### config.mk
export PLATFORM = sky130hd
export DESIGN_NAME = sm83_alu_seq_flat
export DESIGN_NICKNAME = d
export VERILOG_FILES = /design/src/rtl/sm83_alu_seq_if.sv /design/src/rtl/sm83_alu_seq.sv /design/src/flat_wrapper.sv
export SDC_FILE = /design/constraint.sdc
export NUM_CORES = 1
export LEC_CHECK = 0
export CORE_MARGIN = 4
export CORE_UTILIZATION = 40
export CTS_CLUSTER_DIAMETER = 120
export DETAILED_ROUTE_END_ITERATION = 6
export MAX_ROUTING_LAYER = met4
export PLACE_DENSITY = 0.73
export SLEW_MARGIN = 15
export SYNTH_ARGS = -nofsm -noshare
export SYNTH_HDL_FRONTEND = slang
export SYNTH_SLANG_ARGS = --single-unit
### constraint.sdc
create_clock -name clk -period 2.2 [get_ports clk]
set_clock_uncertainty 0.05 [all_clocks]
set_input_delay 0.44 -clock clk [delete_from_list [all_inputs] [get_ports clk]]
set_output_delay 0.44 -clock clk [all_outputs]
set_load 0.02 [all_outputs]
### src/rtl/sm83_alu_seq_if.sv
// rtl/sm83_alu_seq_if.sv - request, ALU control and ALU status bundle for the sm83 ALU sequencer
interface sm83_alu_seq_if #(
  parameter int ALU_WIDTH = 4
) ();
  localparam int W = 2 * ALU_WIDTH;

  logic         start;
  logic [3:0]   op;
  logic [W-1:0] opa;
  logic [W-1:0] opb;
  logic         c_in;
  logic         busy;
  logic         done;
  logic         result_we;
  logic [3:0]   flags;
  logic [W-1:0] alu_din;
  logic         load_a, load_b, load_b_zero, shift_l, shift_r, shift_in, carry_in;
  logic         result_oe, shift_oe, no_carry_out, force_carry, ignore_carry;
  logic         negate, op_low, op_b_high;
  logic         alu_carry, alu_zero, shift_dbh, shift_dbl;

  modport slave (
    input  start, op, opa, opb, c_in, alu_carry, alu_zero, shift_dbh, shift_dbl,
    output busy, done, result_we, flags, alu_din,
    output load_a, load_b, load_b_zero, shift_l, shift_r, shift_in, carry_in,
    output result_oe, shift_oe, no_carry_out, force_carry, ignore_carry,
    output negate, op_low, op_b_high
  );

  modport master (
    output start, op, opa, opb, c_in, alu_carry, alu_zero, shift_dbh, shift_dbl,
    input  busy, done, result_we, flags, alu_din,
    input  load_a, load_b, load_b_zero, shift_l, shift_r, shift_in, carry_in,
    input  result_oe, shift_oe, no_carry_out, force_carry, ignore_carry,
    input  negate, op_low, op_b_high
  );
endinterface

### src/rtl/sm83_alu_seq.sv
// rtl/sm83_alu_seq.sv - sequencer driving the split-nibble sm83 ALU and collecting Z/N/H/C
module sm83_alu_seq #(
  parameter int ALU_WIDTH = 4
) (
  input logic           clk,
  input logic           reset,
  sm83_alu_seq_if.slave bus
);
  localparam int W = 2 * ALU_WIDTH;

  localparam logic [3:0] OP_ADD = 4'd0, OP_ADC = 4'd1, OP_SUB = 4'd2, OP_SBC = 4'd3;
  localparam logic [3:0] OP_AND = 4'd4, OP_XOR = 4'd5, OP_OR  = 4'd6, OP_CP  = 4'd7;
  localparam logic [3:0] OP_INC = 4'd8, OP_DEC = 4'd9, OP_RLC = 4'd10, OP_RRC = 4'd11;
  localparam logic [3:0] OP_RL  = 4'd12, OP_RR = 4'd13;

  typedef enum logic [2:0] {S_IDLE, S_LDA, S_LDB, S_LO, S_HI, S_SH} state_t;

  state_t       state, state_nx;
  logic [3:0]   op_q;
  logic [W-1:0] opa_q, opb_q;
  logic         c_q, cy_lo;
  logic [3:0]   flags_q, flags_nx;

  logic is_sub, is_neg, is_incdec, is_logic, is_left;
  logic r_ctl, s_ctl, v_ctl;

  assign is_sub    = (op_q == OP_SUB) || (op_q == OP_SBC) || (op_q == OP_CP);
  assign is_neg    = is_sub || (op_q == OP_DEC);
  assign is_incdec = (op_q == OP_INC) || (op_q == OP_DEC);
  assign is_logic  = (op_q == OP_AND) || (op_q == OP_XOR) || (op_q == OP_OR);
  // Left shifts (RLC, RL, SLA) are the even codes of the shift group
  assign is_left   = ~op_q[0];
  assign r_ctl     = (op_q == OP_XOR) || (op_q == OP_OR);
  assign s_ctl     = (op_q == OP_AND);
  assign v_ctl     = (op_q == OP_OR);

  always_ff @(posedge clk) begin
    if (reset) begin
      state   <= S_IDLE;
      op_q    <= '0;
      opa_q   <= '0;
      opb_q   <= '0;
      c_q     <= 1'b0;
      cy_lo   <= 1'b0;
      flags_q <= '0;
    end else begin
      state <= state_nx;
      if (state == S_IDLE && bus.start) begin
        op_q  <= bus.op;
        opa_q <= bus.opa;
        opb_q <= bus.opb;
        c_q   <= bus.c_in;
      end
      if (state == S_LO) cy_lo <= bus.alu_carry;
      if (state == S_HI || state == S_SH) flags_q <= flags_nx;
    end
  end

  always_comb begin
    state_nx         = state;
    flags_nx         = flags_q;
    bus.busy         = (state != S_IDLE);
    bus.done         = 1'b0;
    bus.result_we    = 1'b0;
    bus.flags        = flags_q;
    bus.alu_din      = '0;
    bus.load_a       = 1'b0;
    bus.load_b       = 1'b0;
    bus.load_b_zero  = 1'b0;
    bus.shift_l      = 1'b0;
    bus.shift_r      = 1'b0;
    bus.shift_in     = 1'b0;
    bus.carry_in     = 1'b0;
    bus.result_oe    = 1'b0;
    bus.shift_oe     = 1'b0;
    bus.no_carry_out = 1'b0;
    bus.force_carry  = 1'b0;
    bus.ignore_carry = 1'b0;
    bus.negate       = 1'b0;
    bus.op_low       = 1'b0;
    bus.op_b_high    = 1'b0;
    case (state)
      S_IDLE: begin
        if (bus.start) state_nx = (bus.op >= OP_RLC) ? S_SH : S_LDA;
      end
      S_LDA: begin
        bus.alu_din  = opa_q;
        bus.shift_oe = 1'b1;
        bus.load_a   = 1'b1;
        state_nx     = S_LDB;
      end
      S_LDB: begin
        bus.alu_din      = is_incdec ? opa_q : opb_q;
        bus.shift_oe     = 1'b1;
        bus.load_b_zero  = is_incdec;
        bus.load_b       = ~is_incdec;
        state_nx         = S_LO;
      end
      S_LO: begin
        bus.op_low       = 1'b1;
        bus.negate       = is_neg;
        bus.no_carry_out = r_ctl;
        bus.force_carry  = s_ctl;
        bus.ignore_carry = v_ctl;
        case (op_q)
          OP_ADC:                bus.carry_in = c_q;
          OP_SBC:                bus.carry_in = ~c_q;
          OP_SUB, OP_CP, OP_INC,
          OP_AND:                bus.carry_in = 1'b1;
          default:               bus.carry_in = 1'b0;
        endcase
        state_nx = S_HI;
      end
      S_HI: begin
        // negate stays up so the high nibble of B is complemented as well
        bus.op_b_high    = 1'b1;
        bus.carry_in     = cy_lo;
        bus.negate       = is_neg;
        bus.no_carry_out = r_ctl;
        bus.force_carry  = s_ctl;
        bus.ignore_carry = v_ctl;
        bus.result_oe    = 1'b1;
        bus.done         = 1'b1;
        bus.result_we    = (op_q != OP_CP);
        if (is_logic)
          flags_nx = {bus.alu_zero, 1'b0, (op_q == OP_AND), 1'b0};
        else
          flags_nx = {bus.alu_zero, is_neg, cy_lo ^ is_neg,
                      is_incdec ? c_q : (bus.alu_carry ^ is_sub)};
        state_nx = S_IDLE;
      end
      S_SH: begin
        bus.alu_din   = opa_q;
        bus.shift_oe  = 1'b1;
        bus.result_we = 1'b1;
        bus.done      = 1'b1;
        bus.shift_l   = is_left;
        bus.shift_r   = ~is_left;
        case (op_q)
          OP_RLC:       bus.shift_in = opa_q[W-1];
          OP_RRC:       bus.shift_in = opa_q[0];
          OP_RL, OP_RR: bus.shift_in = c_q;
          default:      bus.shift_in = 1'b0;
        endcase
        flags_nx = {bus.alu_zero, 2'b00, is_left ? bus.shift_dbh : bus.shift_dbl};
        state_nx = S_IDLE;
      end
      default: state_nx = S_IDLE;
    endcase
  end
endmodule

### src/flat_wrapper.sv
// flat-port wrapper written by rule: the top's interface ports become plain ports
module sm83_alu_seq_flat 
#(
  parameter int ALU_WIDTH = 4
)
  (clk, reset, bus_start, bus_op, bus_opa, bus_opb, bus_c_in, bus_alu_carry, bus_alu_zero, bus_shift_dbh, bus_shift_dbl, bus_busy, bus_done, bus_result_we, bus_flags, bus_alu_din, bus_load_a, bus_load_b, bus_load_b_zero, bus_shift_l, bus_shift_r, bus_shift_in, bus_carry_in, bus_result_oe, bus_shift_oe, bus_no_carry_out, bus_force_carry, bus_ignore_carry, bus_negate, bus_op_low, bus_op_b_high);
  sm83_alu_seq_if #(.ALU_WIDTH(ALU_WIDTH)) bus_i ();
  input logic clk;
  input logic reset;
  input wire logic [$bits(bus_i.start)-1:0] bus_start;
  input wire logic [$bits(bus_i.op)-1:0] bus_op;
  input wire logic [$bits(bus_i.opa)-1:0] bus_opa;
  input wire logic [$bits(bus_i.opb)-1:0] bus_opb;
  input wire logic [$bits(bus_i.c_in)-1:0] bus_c_in;
  input wire logic [$bits(bus_i.alu_carry)-1:0] bus_alu_carry;
  input wire logic [$bits(bus_i.alu_zero)-1:0] bus_alu_zero;
  input wire logic [$bits(bus_i.shift_dbh)-1:0] bus_shift_dbh;
  input wire logic [$bits(bus_i.shift_dbl)-1:0] bus_shift_dbl;
  output wire logic [$bits(bus_i.busy)-1:0] bus_busy;
  output wire logic [$bits(bus_i.done)-1:0] bus_done;
  output wire logic [$bits(bus_i.result_we)-1:0] bus_result_we;
  output wire logic [$bits(bus_i.flags)-1:0] bus_flags;
  output wire logic [$bits(bus_i.alu_din)-1:0] bus_alu_din;
  output wire logic [$bits(bus_i.load_a)-1:0] bus_load_a;
  output wire logic [$bits(bus_i.load_b)-1:0] bus_load_b;
  output wire logic [$bits(bus_i.load_b_zero)-1:0] bus_load_b_zero;
  output wire logic [$bits(bus_i.shift_l)-1:0] bus_shift_l;
  output wire logic [$bits(bus_i.shift_r)-1:0] bus_shift_r;
  output wire logic [$bits(bus_i.shift_in)-1:0] bus_shift_in;
  output wire logic [$bits(bus_i.carry_in)-1:0] bus_carry_in;
  output wire logic [$bits(bus_i.result_oe)-1:0] bus_result_oe;
  output wire logic [$bits(bus_i.shift_oe)-1:0] bus_shift_oe;
  output wire logic [$bits(bus_i.no_carry_out)-1:0] bus_no_carry_out;
  output wire logic [$bits(bus_i.force_carry)-1:0] bus_force_carry;
  output wire logic [$bits(bus_i.ignore_carry)-1:0] bus_ignore_carry;
  output wire logic [$bits(bus_i.negate)-1:0] bus_negate;
  output wire logic [$bits(bus_i.op_low)-1:0] bus_op_low;
  output wire logic [$bits(bus_i.op_b_high)-1:0] bus_op_b_high;
  assign bus_i.start = bus_start;
  assign bus_i.op = bus_op;
  assign bus_i.opa = bus_opa;
  assign bus_i.opb = bus_opb;
  assign bus_i.c_in = bus_c_in;
  assign bus_i.alu_carry = bus_alu_carry;
  assign bus_i.alu_zero = bus_alu_zero;
  assign bus_i.shift_dbh = bus_shift_dbh;
  assign bus_i.shift_dbl = bus_shift_dbl;
  assign bus_busy = bus_i.busy;
  assign bus_done = bus_i.done;
  assign bus_result_we = bus_i.result_we;
  assign bus_flags = bus_i.flags;
  assign bus_alu_din = bus_i.alu_din;
  assign bus_load_a = bus_i.load_a;
  assign bus_load_b = bus_i.load_b;
  assign bus_load_b_zero = bus_i.load_b_zero;
  assign bus_shift_l = bus_i.shift_l;
  assign bus_shift_r = bus_i.shift_r;
  assign bus_shift_in = bus_i.shift_in;
  assign bus_carry_in = bus_i.carry_in;
  assign bus_result_oe = bus_i.result_oe;
  assign bus_shift_oe = bus_i.shift_oe;
  assign bus_no_carry_out = bus_i.no_carry_out;
  assign bus_force_carry = bus_i.force_carry;
  assign bus_ignore_carry = bus_i.ignore_carry;
  assign bus_negate = bus_i.negate;
  assign bus_op_low = bus_i.op_low;
  assign bus_op_b_high = bus_i.op_b_high;
  sm83_alu_seq #(.ALU_WIDTH(ALU_WIDTH)) u_core (.clk(clk), .reset(reset), .bus(bus_i));
endmodule
==> results.sh, run 1 <==
export IMPL_antenna_found_initial=0
export IMPL_hpwl_um=3162
export IMPL_finalCoreUtilization=0.6255
export IMPL_internal_power_w=0.001000
export IMPL_die_w_um=70.18
export IMPL_postRouteAntennaNets=0
export IMPL_endpoint_kind="primary output"
export IMPL_post_route_period_util=0.9698
export IMPL_insertion_delay_ns=0.29
export IMPL_core_area_um2=3689
export IMPL_fin_hold_ws_ns=0.4115
export IMPL_finalSetupViolations=0
export IMPL_cellPowerDensity_nw_per_um2=637.5
export IMPL_die_h_um=70.18
export IMPL_cp_start_kind="flip-flop"
export IMPL_routed_wl_um=4136
export IMPL_vias=1564
export IMPL_place_inst=310
export IMPL_synth_top_area_share=0.3754
export IMPL_fin_cells=318
export IMPL_grt_pass1_vias=1384
export IMPL_grt_pass1_wl_um=6665
export IMPL_yosysSeqAreaShare=0.3754
export IMPL_postCtsHoldBufs=0
export IMPL_max_freq_mhz=468.7
export IMPL_n_antenna_cell=0
export IMPL_pwr_share_seq=0.408
export IMPL_synth_cell_type_count=42
export IMPL_synth_area_leaders="dfxtp_1 38%, nand2_1 12%, a21oi_1 8.1%, a22o_2 5.2%, buf_6 2.9%"
export IMPL_drc=0
export IMPL_power_switching_w=0.0004709
export IMPL_rows=22
export IMPL_via_per_inst=4.918
export IMPL_postSynth_asyncResetShare=0
export IMPL_yosysTopAreaCell="dfxtp_1"
export IMPL_crit_fanout=3
export IMPL_clock_sinks=29
export IMPL_crit_type="reg2out"
export IMPL_numCtsBuffers=5
export IMPL_clk_pin_slew_ns=0.06
export IMPL_syn_area_per_cell_um2=7.890
export IMPL_cellLeakagePower_nw=0.9863
export IMPL_dieArea_um2=4925
export IMPL_drive_gt1_frac=0.2519
export IMPL_top_usage_layer="met2"
export IMPL_rsz0062_at_grt="false"
export IMPL_h_tree_depth=2
export IMPL_mostFrequentLayoutCells="51 x nand2_1, 31 x clkdlybuf4s50_1, 31 x buf_4"
export IMPL_area_delta_synth_final_pct=49.19
export IMPL_timing_setup_tns_ns=0
export IMPL_netSwitchingFraction=0.3201
export IMPL_finalWorstPathRequiredPeriod_ns=2.133
export IMPL_grt_usage=0.1767
export IMPL_cts_tree="built"
export IMPL_grt_max_degree=27
export IMPL_synth_seq_cells=29
export IMPL_clk_path_buf_depth=2
export IMPL_yosys_warnings=0
export IMPL_layout_commonest_cell="nand2_1"
export IMPL_synth_edf_count=0
export IMPL_io_buffers=57
export IMPL_slew_viol_final=0
export IMPL_final_nets=297
export IMPL_r2r_worst_path_cells=6
export IMPL_crit_arrival_ns=1.64
export IMPL_drv_cap=0
export IMPL_overflow=0
export IMPL_met2_usage=0.2718
export IMPL_pwr_share_clk=0.292
export IMPL_cts_root_buf="clkbuf_8"
export IMPL_ios=58
export IMPL_placed_area_um2=2260
export IMPL_cts_setup_buffers=0
export IMPL_synth_area_um2=1546
export IMPL_routabilityCongestion=0.7957
export IMPL_use_met1=0.2189
export IMPL_fin_area_um2=2307
export IMPL_ir_worst_vdd_mv=0.4612
export IMPL_wl_per_cell_um=13.01
export IMPL_initialDrtViolationCount=62
export IMPL_start_util=0.4193
export IMPL_ys_flop_type="dfxtp_1"
export IMPL_max_slew_worst_pin_slew_ns=0.3790
export IMPL_firstDrtPassIters=4
export IMPL_whs_path_depth=2
export IMPL_required_ns=1.71
export IMPL_slew_headroom=0.7473
export IMPL_status="finished, final reports clean"
export IMPL_min_path_type="reg2reg"
export IMPL_finalHoldViolCount=0
export IMPL_p_comb_frac=0.300
export IMPL_synthCells=196
export IMPL_synth_nets=224
export IMPL_use_met3=0.04892
## sequential cells by signal, indices dropped and copies added, names as in the netlist
signal / count
u_core.c_q: 1
u_core.op_q: 4
u_core.cy_lo: 1
u_core.opb_q: 8
u_core.state: 3
u_core.opa_q: 8
u_core.bus.flags: 4
## per-stage QoR
stage	power [W]	worst slack (ns)
floorplan	0.0008741	0.2060
global placement	0.001053	-0.1050
detailed placement	0.001062	-0.1294
CTS	0.001478	0.002688
global route	0.001550	0.003708
finish	0.001471	0.06652
## repair_timing
action | 4_1_cts | 5_1_grt
pin swaps | 0 | 0
gates cloned | 0 | 0
resized for setup | 61 | 23
setup endpoints to repair | 26 | 17
## kinds of logic after synthesis
| logic type | after synthesis | share of synthesized area |
|---|---|---|
| xor+xnor | 3 | 0.01699 |
| flops | 29 | 0.3754 |
| compound gates | 51 | 0.2193 |
| simple gates | 90 | 0.2913 |
| buf+inv | 20 | 0.07766 |
| mux | 3 | 0.01942 |
## power groups by stage
stage	sequential, W	clock, W	combinational [W]
finish	0.000600	0.000429	0.000442
CTS	0.000599	0.000441	0.000437
global placement	0.000609	0	0.000444
detailed placement	0.000610	0	0.000452
floorplan	0.000605	0	0.000269
global route	0.000605	0.000460	0.000485
## path summary, 6_finish.rpt
check                                     start             endpoint  slack, ns
worst max-delay path            u_core.state[0]       bus_alu_din[7]       0.07
worst min-delay path            u_core.opb_q[3]      u_core.opb_q[3]       0.41
worst max register to register  u_core.state[2]  u_core.bus.flags[1]       0.59
worst min register to register  u_core.opb_q[3]      u_core.opb_q[3]       0.41
## synthesized netlist by cell type (3+ instances only)
| cell | number |
|---|---|
| xnor2_1 | 3 |
| inv_1 | 4 |
| buf_4 | 3 |
| nor2_1 | 11 |
| nand2b_1 | 3 |
| dfxtp_1 | 29 |
| mux2i_1 | 3 |
| a21oi_1 | 25 |
| buf_2 | 3 |
| nor2b_1 | 3 |
| nor3_1 | 7 |
| buf_6 | 4 |
| a22o_2 | 8 |
| clkbuf_1 | 6 |
| nand2_1 | 51 |
| o21ai_0 | 3 |
## area by class of cell
cell class	instances	area, um2
clock inverter	3	17.52
timing repair buffer	82	700.7
fill	382	1381
multi-input combinational	147	862.1
sequential	29	583.1
tap	48	60.06
clock buffer	5	68.82
inverter	4	15.01
## metal layers
metal | share of wire | routed length [um]
met5 | 0 | 0
met3 | 0.044 | 183
met2 | 0.49 | 2017
met4 | 0.018 | 76
met1 | 0.45 | 1858
## critical path, stage by stage, from the launching register on
cell,delay [ns]
dfxtp_1,0.31
or3b_4,0.42
nor2b_4,0.12
nand2b_4,0.13
buf_4,0.10
a22o_2,0.12
buf_2,0.15
No activity file was read; power rests on OpenSTA's default activity.
==> run 2, diff against run 1 <==
--- a/config.mk
+++ b/config.mk
@@ -10,7 +10,7 @@
 export CTS_CLUSTER_DIAMETER = 120
 export DETAILED_ROUTE_END_ITERATION = 6
 export MAX_ROUTING_LAYER = met4
-export PLACE_DENSITY = 0.73
+export PLACE_DENSITY = 0.76
 export SLEW_MARGIN = 15
 export SYNTH_ARGS = -nofsm -noshare
 export SYNTH_HDL_FRONTEND = slang
==> run 2 against run 1 <==
Die area unchanged. Via count increased by 1.7%. Setup slack got worse by 0.013 ns. Largest cell class unchanged. Sequential share of layout area fell by 0.28 points. Sequential cell count stayed put. Register-to-register slack hardly changed. Global-route usage grew 0.57 points.
==> results.sh, run 2 (same netlist as run 1, synthesis figures left out) <==
export IMPL_n_antenna_cell=0
export IMPL_drc=0
export IMPL_h_tree_depth=2
export IMPL_postRouteAntennaNets=0
export IMPL_cellLeakagePower_nw=1.001
export IMPL_routabilityCongestion=0.8537
export IMPL_final_nets=298
export IMPL_max_freq_mhz=465.9
export IMPL_endpoint="bus_load_b"
export IMPL_antenna_found_initial=0
export IMPL_drive_gt1_frac=0.2509
export IMPL_core_area_um2=3689
export IMPL_rows=22
export IMPL_dp_slack_ns=-0.1234
export IMPL_area_delta_synth_final_pct=50.89
export IMPL_finalWorstPathRequiredPeriod_ns=2.147
export IMPL_crit_reg2reg_launch="u_core.state[0]"
export IMPL_max_slew_worst_pin_slew_ns=0.3777
export IMPL_grt_usage=0.1823
export IMPL_pwr_share_seq=0.412
export IMPL_routed_wl_um=4146
export IMPL_crit_arrival_ns=1.66
export IMPL_p_comb_frac=0.306
export IMPL_die_w_um=70.18
export IMPL_drv_cap=0
export IMPL_status="finished, final reports clean"
export IMPL_n_fill_cell=336
export IMPL_ir_worst_vdd_mv=0.3992
export IMPL_setup_ws_ns=0.05346
export IMPL_slew_headroom=0.7482
export IMPL_hpwl_um=3133
export IMPL_place_inst=310
export IMPL_numCtsBuffers=5
export IMPL_grt_pass1_vias=1498
export IMPL_ios=58
export IMPL_wl_per_cell_um=13.00
export IMPL_slew_viol_final=0
export IMPL_die_h_um=70.18
export IMPL_fin_cells=319
export IMPL_finalHoldViolCount=0
export IMPL_pwr_share_clk=0.281
export IMPL_io_buffers=57
export IMPL_timing_setup_tns_ns=0
export IMPL_reg2reg_to="u_core.bus.flags[1]"
export IMPL_min_delay_start="u_core.opa_q[2]"
export IMPL_vias=1591
export IMPL_finalSetupViolations=0
export IMPL_reg_top3="u_core.opa_q: 8 flops, u_core.opb_q: 8 flops"
export IMPL_grt_max_degree=22
export IMPL_clk_path_buf_depth=2
export IMPL_min_path_type="reg2reg"
export IMPL_clk_pin_slew_ns=0.06
export IMPL_via_per_inst=4.987
export IMPL_crit_type="reg2out"
export IMPL_netSwitchingFraction=0.3107
export IMPL_r2r_worst_path_cells=6
export IMPL_placed_area_um2=2260
export IMPL_rrSetupSlack_ns=0.59
export IMPL_power_switching_w=0.0004525
export IMPL_cts_tree="built"
export IMPL_layout_commonest_cell="nand2_1"
export IMPL_cp_start_kind="flip-flop"
export IMPL_internal_power_w=0.001004
export IMPL_startpoint="u_core.state[2]"
export IMPL_required_ns=1.71
export IMPL_firstDrtPassIters=4
export IMPL_rsz0062_at_grt="true"
export IMPL_grt_pass1_wl_um=6975
export IMPL_mostFrequentLayoutCells="51 x nand2_1, 31 x clkdlybuf4s50_1, 27 x dfxtp_1"
export IMPL_crit_fanout=9
export IMPL_overflow=0
export IMPL_cellPowerDensity_nw_per_um2=624.0
export IMPL_start_util=0.4193
export IMPL_dieArea_um2=4925
export IMPL_post_route_period_util=0.9757
export IMPL_endpoint_kind="primary output"
export IMPL_clock_sinks=29
export IMPL_finalCoreUtilization=0.6326
export IMPL_fin_area_um2=2333
export IMPL_cts_root_buf="clkbuf_8"
export IMPL_initialDrtViolationCount=102
export IMPL_insertion_delay_ns=0.27
[run 2: cell count changes in the layout (fill, tap and decap cells not counted)]
cell,before,now
clkbuf_1,0,1
dlygate4sd2_1,9,10
clkinvlp_4,1,0
buf_6,1,9
clkdlybuf4s15_1,2,0
o21ai_2,1,0
buf_4,31,25
o21ai_1,0,1
[run 2: timing repair]
action | in CTS | in global routing
pin swaps | 0 | 2
setup endpoints to repair | 26 | 16
resized for setup | 58 | 35
hold buffers | 0 | 0
setup buffers | 0 | 1
[run 2: final cells by class]
| class | count | area (um2) | share of cell area |
|---|---|---|---|
| Tap cell | 48 | 60.06 | 0.02574 |
| Sequential cell | 29 | 583.1 | 0.2499 |
| Multi-Input combinational cell | 147 | 858.3 | 0.3678 |
| Inverter | 4 | 15.01 | 0.006434 |
| Clock inverter | 2 | 10.01 | 0.004290 |
| Clock buffer | 6 | 72.57 | 0.03110 |
| Timing Repair Buffer | 83 | 734.5 | 0.3147 |
[run 2: worst max-delay path: stages, from the launching register on]
cell           delay (ns)
dfxtp_2              0.32
or3b_4               0.42
nor2_2               0.12
buf_4                0.17
dlygate4sd2_1        0.35
[run 2: worst min-delay path by stage]
stage,to,cells after the start
floorplan,u_core.opa_q[1],2
global placement,u_core.bus.flags[3],2
detailed placement,u_core.opa_q[6],2
CTS,u_core.bus.flags[3],2
global route,u_core.opa_q[2],2
finish,u_core.opa_q[2],2
[run 2: power by group through the flow]
stage | clock network (W) | logic, W | registers, W
3_5_place_dp | 0 | 0.000448 | 0.000611
4_1_cts | 0.000426 | 0.000432 | 0.000599
2_1_floorplan | 0 | 0.000269 | 0.000605
5_1_grt | 0.000447 | 0.000489 | 0.000606
6_report | 0.000410 | 0.000446 | 0.000601
3_3_place_gp | 0 | 0.000442 | 0.000609
[run 2: metrics by stage]
step                      hold WS (ns)  total power [W]
after global placement          0.3938         0.001051
after detailed placement        0.3993         0.001058
after global routing            0.4300         0.001542
after CTS                       0.4140         0.001458
final                           0.4106         0.001456
after floorplan                 0.3859        0.0008741
[run 2: layer usage]
metal / vias up / share of wire / track usage
met4: 0 / 0.014 / 0.05532
met3: 6 / 0.063 / 0.06187
met5: - / 0 / -
met1: 724 / 0.45 / 0.2148
met2: 45 / 0.47 / 0.2938
li1: 816 / - / -
